[src/rtl/seq_divider.sv]
// 4-bit unsigned restoring divider: one quotient bit per clock, MSB first.
// Divide-by-zero short-circuits straight to DONE with quot=all-ones, rem=dividend.
module seq_divider (
  input  logic       clk,
  input  logic       rst,
  input  logic       start,
  input  logic [3:0] a,
  input  logic [3:0] b,
  output logic [3:0] quot,
  output logic [3:0] rem,
  output logic       busy,
  output logic       done,
  output logic       div_zero,
  output logic [1:0] dbg_state_o
);

  typedef enum logic [1:0] {
    IDLE = 2'd0,
    CALC = 2'd1,
    DONE = 2'd2
  } state_t;

  // Handshake: a request is accepted on any rising edge where state is IDLE
  // and start is high; done is a one-cycle result-valid pulse, no back-pressure.

  state_t      state_q, state_d;
  logic [3:0]  a_q, a_d;
  logic [3:0]  b_q, b_d;
  logic [4:0]  pr_q, pr_d;
  logic [3:0]  qacc_q, qacc_d;
  logic [1:0]  cnt_q, cnt_d;
  logic [3:0]  quot_q, quot_d;
  logic [3:0]  rem_q, rem_d;
  logic        dz_q, dz_d;

  logic [4:0]  shifted;
  logic        ge;
  logic [4:0]  step_pr;
  logic [3:0]  step_q;

  always_ff @(posedge clk or posedge rst) begin
    if (rst) begin
      state_q <= IDLE;
      a_q     <= '0;
      b_q     <= '0;
      pr_q    <= '0;
      qacc_q  <= '0;
      cnt_q   <= '0;
      quot_q  <= '0;
      rem_q   <= '0;
      dz_q    <= 1'b0;
    end else begin
      state_q <= state_d;
      a_q     <= a_d;
      b_q     <= b_d;
      pr_q    <= pr_d;
      qacc_q  <= qacc_d;
      cnt_q   <= cnt_d;
      quot_q  <= quot_d;
      rem_q   <= rem_d;
      dz_q    <= dz_d;
    end
  end

  always_comb begin
    // a_q doubles as the dividend shift register; its MSB is the next bit in.
    shifted = {pr_q[3:0], a_q[3]};
    ge      = (shifted >= {1'b0, b_q});
    step_pr = ge ? (shifted - {1'b0, b_q}) : shifted;
    step_q  = {qacc_q[2:0], ge};

    state_d = state_q;
    a_d     = a_q;
    b_d     = b_q;
    pr_d    = pr_q;
    qacc_d  = qacc_q;
    cnt_d   = cnt_q;
    quot_d  = quot_q;
    rem_d   = rem_q;
    dz_d    = dz_q;

    case (state_q)
      IDLE: begin
        if (start) begin
          a_d    = a;
          b_d    = b;
          pr_d   = '0;
          qacc_d = '0;
          cnt_d  = '0;
          if (b == 4'd0) begin
            state_d = DONE;
            quot_d  = 4'hF;
            rem_d   = a;
            dz_d    = 1'b1;
          end else begin
            state_d = CALC;
          end
        end
      end
      CALC: begin
        pr_d   = step_pr;
        a_d    = {a_q[2:0], 1'b0};
        qacc_d = step_q;
        cnt_d  = cnt_q + 2'd1;
        if (cnt_q == 2'd3) begin
          state_d = DONE;
          quot_d  = step_q;
          rem_d   = step_pr[3:0];
          dz_d    = 1'b0;
        end
      end
      DONE: begin
        state_d = IDLE;
      end
      default: begin
        state_d = IDLE;
      end
    endcase
  end

  assign busy        = (state_q == CALC);
  assign done        = (state_q == DONE);
  assign quot        = quot_q;
  assign rem         = rem_q;
  assign div_zero    = dz_q;
  assign dbg_state_o = state_q;

endmodule
[config.mk]
export PLATFORM = sky130hd
export DESIGN_NAME = seq_divider
export DESIGN_NICKNAME = d
export VERILOG_FILES = /design/src/rtl/seq_divider.sv
export SDC_FILE = /design/constraint.sdc
export NUM_CORES = 1
export LEC_CHECK = 0
export ABC_AREA = 0
export BUFFER_PORTS_ARGS = -buffer_cell sky130_fd_sc_hd__buf_2
export CORE_MARGIN = 2
export CORE_UTILIZATION = 40
export CTS_CLUSTER_DIAMETER = 150
export DETAILED_ROUTE_END_ITERATION = 12
export PLACE_DENSITY = 0.7
export SLEW_MARGIN = 20
export SYNTH_ARGS = -nofsm -noshare
export SYNTH_HDL_FRONTEND = slang
export SYNTH_SLANG_ARGS = --single-unit
[constraint.sdc]
create_clock -name clk -period 2.4 [get_ports clk]
set_input_delay 0.48 -clock clk [delete_from_list [all_inputs] [get_ports clk]]
set_output_delay 0.48 -clock clk [all_outputs]
set_load 0.01 [all_outputs]
======== Word level (Yosys, flattened, before mapping) ========
Index checks and enable logic that the tools add are counted.
storage, ports and cells
  flip-flop bits (word level) ............. 28
  input bits .............................. 11
  output and inout bits ................... 13
  logic and storage cells ................. 50
operators by class
  $add $sub $neg .......................... 2
  magnitude comparators ................... 1
  equality and inequality tests ........... 6
  multiplexer cells ....................... 25
  reductions and logical operators ........ 7
operators by type and width
  cell                 count
  $mux 4               9
  $pmux 4 s2           4
  $mux 2               4
  $pmux 2 s2           2
  $pmux 3 s2           1
  $reduce_and 2->1     3
  $ge 5x4->1           1
  $eq 2x2->1 const B   2
  $logic_not 4->1      1
  $ne 2x2->1 const B   2
  $reduce_and 4->1     1
  $sub 4x4->4          1
  $mux 1               3
  $mux 3               1
  $add 2x1->2 const B  1
  $eq 2x1->1 const B   1
  $logic_not 2->1      1
  $ne 2x1->1 const B   1
  $pmux 1 s2           1
  $reduce_bool 2->1    1

======== Longest topological paths before layout ========
  depth in word-level cells ............... 4
  depth in mapped cells ................... 8
  depth with buffers taken out ............ 7

======== Worst setup path after synthesis ========
No wires, ideal clock.
  path kind ............................... register -> register
  start ................................... register a_q[3]
  end ..................................... register rem_q[0], in the netlist rem[0]
  setup time .............................. 0.138 ns
  arrival ................................. 1.704 ns
  required time ........................... 2.262 ns
  setup slack ............................. 0.558 ns
  cell stages (with the launch flop) ...... 8
  path buffers ............................ 0
  clock period less this slack ............ 1.842 ns
  cells stage by stage .................... dfrtp_1 -> inv_1 -> ha_1 -> nand2b_1 -> a2111o_1 -> and2_4 -> o21ai_1 -> o221ai_1
on the way
  longest elaborated chain between the ends .. 4
  elaborated cells between the ends (all ways) .. 5
  classes of those cells .................. 1 x add/sub; 1 x order compare; 3 x mux
ends and longest elaborated chain
  element                                           line    text
  from (decl)                                       27      logic [3:0] a_q, a_d;
  from (signal assigned)                            44      a_q <= '0;
  from (signal assigned)                            54      a_q <= a_d;
  $sub 4x4->4 / $ge 5x4->1 (equally long branches)  69, 68
  $mux 4 *                                          69      step_pr = ge ? (shifted - {1'b0, b_q}) : shifted;
  $mux 4 *                                          105     if (cnt_q == 2'd3) begin
  $pmux 4 s2 *                                      82      case (state_q)
  to (signal assigned)                              60      rem_q <= rem_d;
  to (decl)                                         33      logic [3:0] rem_q, rem_d;
Every way passes the cells marked *; elsewhere a longest branch is shown, timed or not. The select of a mux whose other input is x is not followed.
A chain may end at the register's enable or synchronous reset.

======== Worst setup path after layout ========
Ends and elaborated chain as after synthesis.

==> results.yml <==
cells_and_area:
  instances_no_fill: 212
  final_net_count: 184
  n_antenna_cell: 0
  filler_cell_count: 346
  mostFrequentLayoutCell: "dfrtp_1"
  drive_gt1_frac: 0.235
  synthToLayoutAreaGrowth_pct: 17.2
  final_cell_mix: "dfrtp_1 (28), nand2_1 (24), buf_2 (23)"
  post-route-cell-area_um2: 1590
worst_setup_path:
  worst_path_max_delay_cell: "a2111o_1"
  worstPathRequired_ns: 2.62
  critPathBufInv: 1
  path_cells: "inv_1 -> ha_1 -> nand2b_1 -> a2111o_1 -> and2_4 -> o21ai_1 -> o221ai_1"
  critPathArrivalTime_ns: 2.23
  cp_max_fo: 6
  critPathTopFamily: "compound AO/OA/AOI/OAI gates"
  cp-end-kind: "flop"
  startpoint_type: "flop"
  criticalPathCategory: "reg2reg"
  cpPeakStageDelay_ns: 0.49
pwr:
  p_int_w: 0.00144
  ir_drop_mv: 0.558
  swShare: 0.423
  p_seq_frac: 0.332
  p_per_area_nw_per_um2: 1570
  leakage_nw: 0.766
  p_sw_w: 0.00106
  power_frac_comb: 0.545
  p_clk_frac: 0.123
detailed_routing:
  via_per_inst: 5.16
  highest_layer: "met4"
  via_count: 1094
  met2WireLength_um: 1380
  ant_nets: 0
  drc: 0
  drtIter0Drc: 33
  wl_met3_um: 123
  wl_met1_um: 1320
  drt-total-wl_um: 2860
  firstDrtPassIters: 4
  wire_per_inst_um: 13.5
synth:
  yosysTopAreaCellShare: 0.515
  synthesis.nets: 157
  synthAdderAreaFrac: 0.0607
  synthArstFlopShare: 1.00
  synth_xor_area_frac: 0.00644
  synthMuxAreaShare: 0.00828
  synth_compound_area_frac: 0.208
  syn_area_um2: 1360
  synth_area_leader_cell: "dfrtp_1"
  synth_top_family_by_area: "compound AO/OA/AOI/OAI gates"
  synthSimpleGateAreaFrac: 0.149
  ys_ff_latch: 28
  yosysWarnings: 0
  syn_area_per_cell_um2: 9.71
  ys.flop_type: "dfrtp_1"
  synthCells: 140
  synth_edf_count: 0
  yosysSeqAreaShare: 0.515
  synthDistinctLibCells: 37
  synth_area_leaders: "dfrtp_1 (52%), nand2_1 (6.6%), ha_1 (4.6%)"
timing:
  hold_viol: 0
  whs_ns: 0.174
  fin_crit_sh: 0.837
  fmaxAchievable_mhz: 498
  fin_skew_ns: 0.00439
  tns_ns: 0
  slew_viol_final: 0
  period_minus_slack_ns: 2.01
  worst_slack_ns: 0.392
  rsz0062_at_grt: "no"
  setup_viol: 0
  worst_slew_pin_slew_ns: 0.552
  maxSlewHeadroom: 0.629
place:
  dpl.hpwl_um: 2210
  post-place-ws_ns: 0.412
  placed_cell_area_um2: 1540
  gp_congestion: 0.763
  placedCellCount: 208
  port_buffers: 23
floorplanning:
  die-area_um2: 3880
  dieHeight_um: 62.3
  ioPinCount: 24
  start_util: 0.411
  placementRows: 21
  design.core.area_um2: 3310
  die_w_um: 62.3
cts:
  post_cts_resized: 0
  cts_hold_buf: 0
  clk-insertion-delay-late_ns: 0.33
  cts_root_buffer: "clkbuf_4"
  cts_buffers: 3
  cts_max_level: 1
  clk_pin_slew_ns: 0.15
  postCtsSetupBuffers: 0
  clk_path_buf_depth: 2
  cts.sinks: 28
  cts_tree: "done"
outcome:
  status: "finished, final reports clean"
global_routing:
  track_usage: 0.170
  grt_overflow_total: 0
  grt_pass1_vias: 1176
  grt_max_degree: 29
  antenna_found_initial: 0
  grt_pass1_wl_um: 5270
min_path:
  min_path_type: "in2async"
run:
  cap_violations: 0
[per-stage QoR]
stage | utilization | power (W)
finish | 0.481 | 0.00250
global route | 0.481 | 0.00276
CTS | 0.481 | 0.00252
detailed placement | 0.466 | 0.00220
global placement | 0.466 | 0.00215
floorplan | - | 0.00183
[area by class of cell]
| class | instances | area, um2 | share of cell area |
|---|---|---|---|
| inverters | 12 | 45.0 | 0.0283 |
| multi-input cells | 95 | 593 | 0.372 |
| well taps | 46 | 57.6 | 0.0361 |
| repair buffers | 27 | 145 | 0.0911 |
| flip-flops and latches | 28 | 701 | 0.440 |
| clock buffers | 3 | 22.5 | 0.0141 |
| clock inverters | 1 | 30.0 | 0.0188 |
[power by group through the flow]
stage | Clock [W] | Sequential (W) | Combinational [W]
2_1_floorplan | 0 | 0.000843 | 0.000990
3_3_place_gp | 0 | 0.000832 | 0.00132
3_5_place_dp | 0 | 0.000841 | 0.00136
4_1_cts | 0.000315 | 0.000831 | 0.00137
5_1_grt | 0.000340 | 0.000855 | 0.00156
6_report | 0.000308 | 0.000830 | 0.00136
[final timing paths]
kind / start / to / slack, ns / cells past startpoint
setup / recovery: a_q[3] / rem[0] / 0.39 / 7
hold / removal: rst / dbg_state_o[0] / 0.17 / 3
setup reg to reg: a_q[3] / rem[0] / 0.39 / 7
hold reg to reg: a_q[1] / a_q[1] / 0.50 / 2
max in group asynchronous: rst / b_q[0] / 1.97 / 3
min in group clk: b[2] / b_q[2] / 0.37 / 3
[per-layer routing]
metal | track usage | up-vias
met2 | 0.287 | 22
met4 | 0.0333 | 0
met1 | 0.224 | 526
met3 | 0.0417 | 4
met5 | 0 | -
li1 | - | 542
[worst reg2reg max path, cell delays in order, from the launching register on]
cell      delay [ns]
dfrtp_1         0.37
inv_1           0.06
ha_1            0.30
nand2b_1        0.16
a2111o_1        0.49
and2_4          0.18
o21ai_1         0.19
o221ai_1        0.15
[flip-flops by register name, summed over array words and instances, names as in the netlist]
name,count
cnt_q,2
pr_q,4
b_q,4
quot,4
a_q,4
qacc_q,3
div_zero,1
dbg_state_o,2
rem,4
[cell usage after synthesis (2+ instances only)]
cell type   n
ha_1        5
nand2b_1    4
o21ai_0    12
inv_1      11
a31oi_1     5
buf_2       3
nand3_1     3
a22oi_1     2
nand2_1    24
nor2_1      8
dfrtp_1    28
a21o_1      3
a21oi_1     4
o22ai_1     4
o22a_1      2
[logic make-up (layout without fill, tap and decap cells)]
group,after synthesis,count (layout)
DFF,28,28
xor gates and xnor gates,1,1
AOI/OAI and AO/OA,42,42
muxes,1,1
adders and majority gates,6,6
and+or+nand+nor,45,45
buffers and inverters,17,43
No activity file was read; power rests on OpenSTA's default activity.
